$ cat src/rtl/shift_exec_unit_pkg.sv
// Shared constants for the shift execute unit and its shifter.
package shift_exec_unit_pkg;
   localparam int DATA_W  = 16;
   localparam int SHAMT_W = 4;

   typedef enum logic [1:0] {
      SLL = 2'b00,
      SRL = 2'b01,
      SLA = 2'b10,
      SRA = 2'b11
   } shift_mode_e;
endpackage

$ cat src/rtl/shifter.sv
// Combinational 16-bit barrel shifter with logical, fill-with-bit-0 and arithmetic modes.
module shifter
   import shift_exec_unit_pkg::*;
(
   output logic [DATA_W-1:0]  dst,
   input  logic [DATA_W-1:0]  src,
   input  logic [1:0]         m,
   input  logic [SHAMT_W-1:0] shamt
);
   logic [DATA_W-1:0] low_fill;

   always_comb begin
      // Mask of the low bits vacated by a left shift.
      low_fill = ~({DATA_W{1'b1}} << shamt);
      case (m)
         SLL:     dst = src << shamt;
         SRL:     dst = src >> shamt;
         SLA:     dst = (src << shamt) | ({DATA_W{src[0]}} & low_fill);
         SRA:     dst = $signed(src) >>> shamt;
         default: dst = src;
      endcase
   end
endmodule

$ cat src/rtl/shift_exec_unit.sv
// Two-stage pipelined shift execute unit with valid/ready on both sides,
// architectural Z/N flags and a retired-operation counter.
module shift_exec_unit
   import shift_exec_unit_pkg::*;
#(
   parameter int CNT_W = 16
) (
   input  logic                clk,
   input  logic                rst,
   input  logic                in_valid,
   output logic                in_ready,
   input  logic [DATA_W-1:0]   in_src,
   input  logic [1:0]          in_mode,
   input  logic [SHAMT_W-1:0]  in_shamt,
   input  logic [3:0]          in_rd,
   input  logic                flush,
   output logic                out_valid,
   input  logic                out_ready,
   output logic [DATA_W-1:0]   out_data,
   output logic [3:0]          out_rd,
   output logic                out_zero,
   output logic                out_neg,
   output logic                flag_z,
   output logic                flag_n,
   output logic [CNT_W-1:0]    retired_cnt
);
   logic                s1_v_q, s1_v_d;
   logic [DATA_W-1:0]   s1_src_q, s1_src_d;
   logic [1:0]          s1_mode_q, s1_mode_d;
   logic [SHAMT_W-1:0]  s1_shamt_q, s1_shamt_d;
   logic [3:0]          s1_rd_q, s1_rd_d;
   logic                s2_v_q, s2_v_d;
   logic [DATA_W-1:0]   s2_data_q, s2_data_d;
   logic [3:0]          s2_rd_q, s2_rd_d;
   logic                flag_z_q, flag_z_d;
   logic                flag_n_q, flag_n_d;
   logic [CNT_W-1:0]    cnt_q, cnt_d;
   logic [DATA_W-1:0]   shift_res;
   logic                s1_adv, s2_adv, retire;

   shifter u_shifter (
      .dst   (shift_res),
      .src   (s1_src_q),
      .m     (s1_mode_q),
      .shamt (s1_shamt_q)
   );

   always_comb begin
      s2_adv     = !s2_v_q | out_ready;
      s1_adv     = !s1_v_q | s2_adv;
      in_ready   = s1_adv & !flush;
      retire     = s2_v_q & out_ready & !flush;

      s1_v_d     = s1_v_q;
      s1_src_d   = s1_src_q;
      s1_mode_d  = s1_mode_q;
      s1_shamt_d = s1_shamt_q;
      s1_rd_d    = s1_rd_q;
      s2_v_d     = s2_v_q;
      s2_data_d  = s2_data_q;
      s2_rd_d    = s2_rd_q;
      flag_z_d   = flag_z_q;
      flag_n_d   = flag_n_q;
      cnt_d      = cnt_q;

      if (s1_adv) begin
         s1_v_d     = in_valid & in_ready;
         s1_src_d   = in_src;
         s1_mode_d  = in_mode;
         s1_shamt_d = in_shamt;
         s1_rd_d    = in_rd;
      end
      if (s2_adv) begin
         s2_v_d    = s1_v_q;
         s2_data_d = shift_res;
         s2_rd_d   = s1_rd_q;
      end
      // Flush only kills valids; data fields are don't-care once invalid.
      if (flush) begin
         s1_v_d = 1'b0;
         s2_v_d = 1'b0;
      end
      if (retire) begin
         flag_z_d = out_zero;
         flag_n_d = out_neg;
         cnt_d    = cnt_q + CNT_W'(1);
      end
   end

   always_ff @(posedge clk or posedge rst) begin
      if (rst) begin
         s1_v_q     <= 1'b0;
         s1_src_q   <= '0;
         s1_mode_q  <= '0;
         s1_shamt_q <= '0;
         s1_rd_q    <= '0;
         s2_v_q     <= 1'b0;
         s2_data_q  <= '0;
         s2_rd_q    <= '0;
         flag_z_q   <= 1'b0;
         flag_n_q   <= 1'b0;
         cnt_q      <= '0;
      end else begin
         s1_v_q     <= s1_v_d;
         s1_src_q   <= s1_src_d;
         s1_mode_q  <= s1_mode_d;
         s1_shamt_q <= s1_shamt_d;
         s1_rd_q    <= s1_rd_d;
         s2_v_q     <= s2_v_d;
         s2_data_q  <= s2_data_d;
         s2_rd_q    <= s2_rd_d;
         flag_z_q   <= flag_z_d;
         flag_n_q   <= flag_n_d;
         cnt_q      <= cnt_d;
      end
   end

   assign out_valid   = s2_v_q;
   assign out_data    = s2_data_q;
   assign out_rd      = s2_rd_q;
   assign out_zero    = (s2_data_q == '0);
   assign out_neg     = s2_data_q[DATA_W-1];
   assign flag_z      = flag_z_q;
   assign flag_n      = flag_n_q;
   assign retired_cnt = cnt_q;
endmodule

$ cat config.mk
export PLATFORM = sky130hd
export DESIGN_NAME = shift_exec_unit
export DESIGN_NICKNAME = d
export VERILOG_FILES = /design/src/rtl/shift_exec_unit_pkg.sv /design/src/rtl/shifter.sv /design/src/rtl/shift_exec_unit.sv
export SDC_FILE = /design/constraint.sdc
export NUM_CORES = 1
export LEC_CHECK = 0
export CORE_MARGIN = 2
export CORE_UTILIZATION = 45
export CTS_BUF_LIST = sky130_fd_sc_hd__clkbuf_8
export CTS_CLUSTER_DIAMETER = 150
export DETAILED_ROUTE_END_ITERATION = 8
export PLACE_DENSITY_LB_ADDON = 0.25
export SLEW_MARGIN = 20
export SYNTH_ARGS = -nofsm -noshare
export SYNTH_HDL_FRONTEND = slang
export SYNTH_SLANG_ARGS = --single-unit
$ cat constraint.sdc
create_clock -name clk -period 2.73 [get_ports clk]
set_input_delay 0.546 -clock clk [delete_from_list [all_inputs] [get_ports clk]]
set_output_delay 0.546 -clock clk [all_outputs]
set_load 0.1 [all_outputs]
==> results.sh <==
export IMPL_status="completed"
export IMPL_hold_path_class="reg -> reg"
export IMPL_yosys_area_share_adder=0.002734
export IMPL_vias_per_cell=6.277
export IMPL_ys_async_sr_fraction=1.000
export IMPL_clk_latency_ps=350
export IMPL_cp_end_kind="flop"
export IMPL_synth_simple_area_share=0.1723
export IMPL_final_nets=570
export IMPL_synth_area_leaders="dfrtp_1 (36%), mux4_2 (8.9%), mux2_2 (7.1%)"
export IMPL_drcViolationCount=0
export IMPL_post_synth_num_cell_types=60
export IMPL_yosys_register_bits=66
export IMPL_synth_area_um2=4576
export IMPL_die_area_um2=10990
export IMPL_dp_slack_ps=364.2
export IMPL_wl_um=13390
export IMPL_holdBufCountCts=0
export IMPL_cts_root_buf="clkbuf_8"
export IMPL_clock_sinks=66
export IMPL_crit_fanout=20
export IMPL_cellPowerDensity_nw_per_um2=621.4
export IMPL_max_freq_ghz=0.4406
export IMPL_io_buffers=72
export IMPL_syn_to_final_growth_pct=23.43
export IMPL_fin_area_um2=5648
export IMPL_htreeDepth=3
export IMPL_grt_usage=0.2501
export IMPL_hpwl_um=9844
export IMPL_gp_congestion=0.9712
export IMPL_drtAntennaViolNets=0
export IMPL_drtIter0Drc=479
export IMPL_syn_area_per_cell_um2=9.653
export IMPL_placementRows=36
export IMPL_criticalPathCategory="reg -> reg"
export IMPL_grt_overflow=0
export IMPL_required_ps=2960
export IMPL_seq_area_frac_synth=0.3610
export IMPL_clk_path_buf_depth=2
export IMPL_skew_ps=11.21
export IMPL_grt_pass1_vias=4003
export IMPL_vias=4243
export IMPL_chipHeight_um=104.8
export IMPL_fin_crit_sh=0.8314
export IMPL_yosys_area_top_type="dfrtp_1"
export IMPL_grt_max_degree=54
export IMPL_rsz0062_at_grt="no"
export IMPL_max_cap_viol_count=0
export IMPL_wl_per_cell_um=19.80
export IMPL_dr_pass1_iters=5
export IMPL_placed_area_um2=5398
export IMPL_final_common_cell="nand2_1"
export IMPL_ctsResizeCount=0
export IMPL_start_kind="flop"
export IMPL_slew_violations=0
export IMPL_synth_mux_area_frac=0.2220
export IMPL_fin_crit_ps=2270
export IMPL_yosys_warnings=0
export IMPL_synth_xor_area_frac=0.02871
export IMPL_synth_top_flop_cell="dfrtp_1"
export IMPL_cts_buffers=9
export IMPL_synth_nets=506
export IMPL_antenna_found_initial=0
export IMPL_n_antenna_cell=0
export IMPL_grt_pass1_wl_um=21870
export IMPL_vdd_drop_max_uv=488.8
export IMPL_io_pins=73
export IMPL_leakage_nw=2.439
export IMPL_slew_headroom=0.6193
export IMPL_netlist_instances=474
export IMPL_setup_viol_count_final=0
export IMPL_cts_setup_buffers=0
export IMPL_drive_above_1_share=0.2486
export IMPL_synth_top_area_frac=0.3610
export IMPL_fin_hold_ws_ps=479.1
export IMPL_start_util=0.4660
export IMPL_final_cell_mix="nand2_1 (68), dfrtp_1 (65), buf_4 (61)"
export IMPL_core_area_um2=9819
export IMPL_synth_compound_gate_area_share=0.1589
export IMPL_fp_dieW_um=104.8
export IMPL_worstMarginPinSlew_ps=563.9
export IMPL_cp_arrival_ps=2500
export IMPL_cts_tree="yes"
export IMPL_setup_slack_ps=460.2
export IMPL_tns_ps=0
export IMPL_clk_pin_slew_ps=80
export IMPL_synth_edff_count=0
export IMPL_synth_top_family_by_area="multiplexers"
export IMPL_hold_viol=0
[synthesized netlist by cell type (all sizes together) (7+ instances only)]
cell	number
nand2	68
dfrtp	66
nor2	41
mux2	29
mux4	25
buf	24
a21oi	20
clkbuf	19
o21ai	19
nor3	11
mux2i	10
nand3	10
xnor2	10
a31oi	7
inv	7
[flip-flops by register name, summed over array words and instances (netlist names)]
| name | cells |
|---|---|
| out_rd | 4 |
| s1_rd_q | 4 |
| out_data | 16 |
| out_valid | 1 |
| s1_mode_q | 2 |
| s1_src_q | 16 |
| s1_shamt_q | 4 |
| flag_n | 1 |
| flag_z | 1 |
| s1_v_q | 1 |
| retired_cnt | 16 |
[critical path, cell delays in order, from the launching register on]
cell     delay (ps)
dfrtp_1         500
buf_12          220
buf_4           200
mux4_1          550
mux4_2          460
nor3_1          160
nor2_1           60
[final cells by class]
cell class	count	area, um^2
clock inverters	6	112.6
flip-flops and latches	66	1653
repair buffers	96	858.3
multi-input cells	356	2686
inverters	9	33.78
fillers	904	4172
clock buffers	10	137.6
well taps	133	166.4
[stage by stage]
step / util / instances / power [mW]
after global routing: 0.5752 / 676 / 3.650
after floorplan: - / 474 / 2.120
after detailed placement: 0.5497 / 660 / 2.463
final: 0.5752 / 676 / 3.510
after global placement: 0.5497 / 660 / 2.452
after CTS: 0.5752 / 676 / 3.515
[routing by layer]
metal	share of wire	vias up	track usage
met5	0	-	0
met4	0.021	0	0.08095
met3	0.078	31	0.04741
met2	0.47	221	0.3896
met1	0.43	2092	0.3525
li1	-	1899	-
[final timing paths]
path,start,to,slack (ps),cells after the start
max in group asynchronous,rst,out_data[1]$_DFFE_PP0P_,1630,3
max,s1_shamt_q[0]$_DFFE_PP0N_,out_data[12]$_DFFE_PP0P_,460,6
min reg2reg,s1_rd_q[2]$_DFFE_PP0N_,out_rd[2]$_DFFE_PP0P_,480,2
min,s1_rd_q[2]$_DFFE_PP0N_,out_rd[2]$_DFFE_PP0P_,480,2
max reg2reg,s1_shamt_q[0]$_DFFE_PP0N_,out_data[12]$_DFFE_PP0P_,460,6
min in group asynchronous,rst,s1_src_q[5]$_DFFE_PP0N_,510,2
[report_power, final]
part	switching, mW	internal, mW	leakage, nW	total [mW]
clock	0.420	0.636	0.127	1.06
combinational	0.876	0.383	1.50	1.26
sequential	0.128	1.07	0.814	1.20
[kinds of logic (layout without fill, tap and decap cells)]
kind of cell    count (synthesis)  after routing
mux                            64             64
fa+ha+maj                       1              1
buf+inv                        52            121
xor+xnor                       15             15
compound gates                105            105
flops                          66             66
simple gates                  171            171
Power figures use the tool's default switching activity.
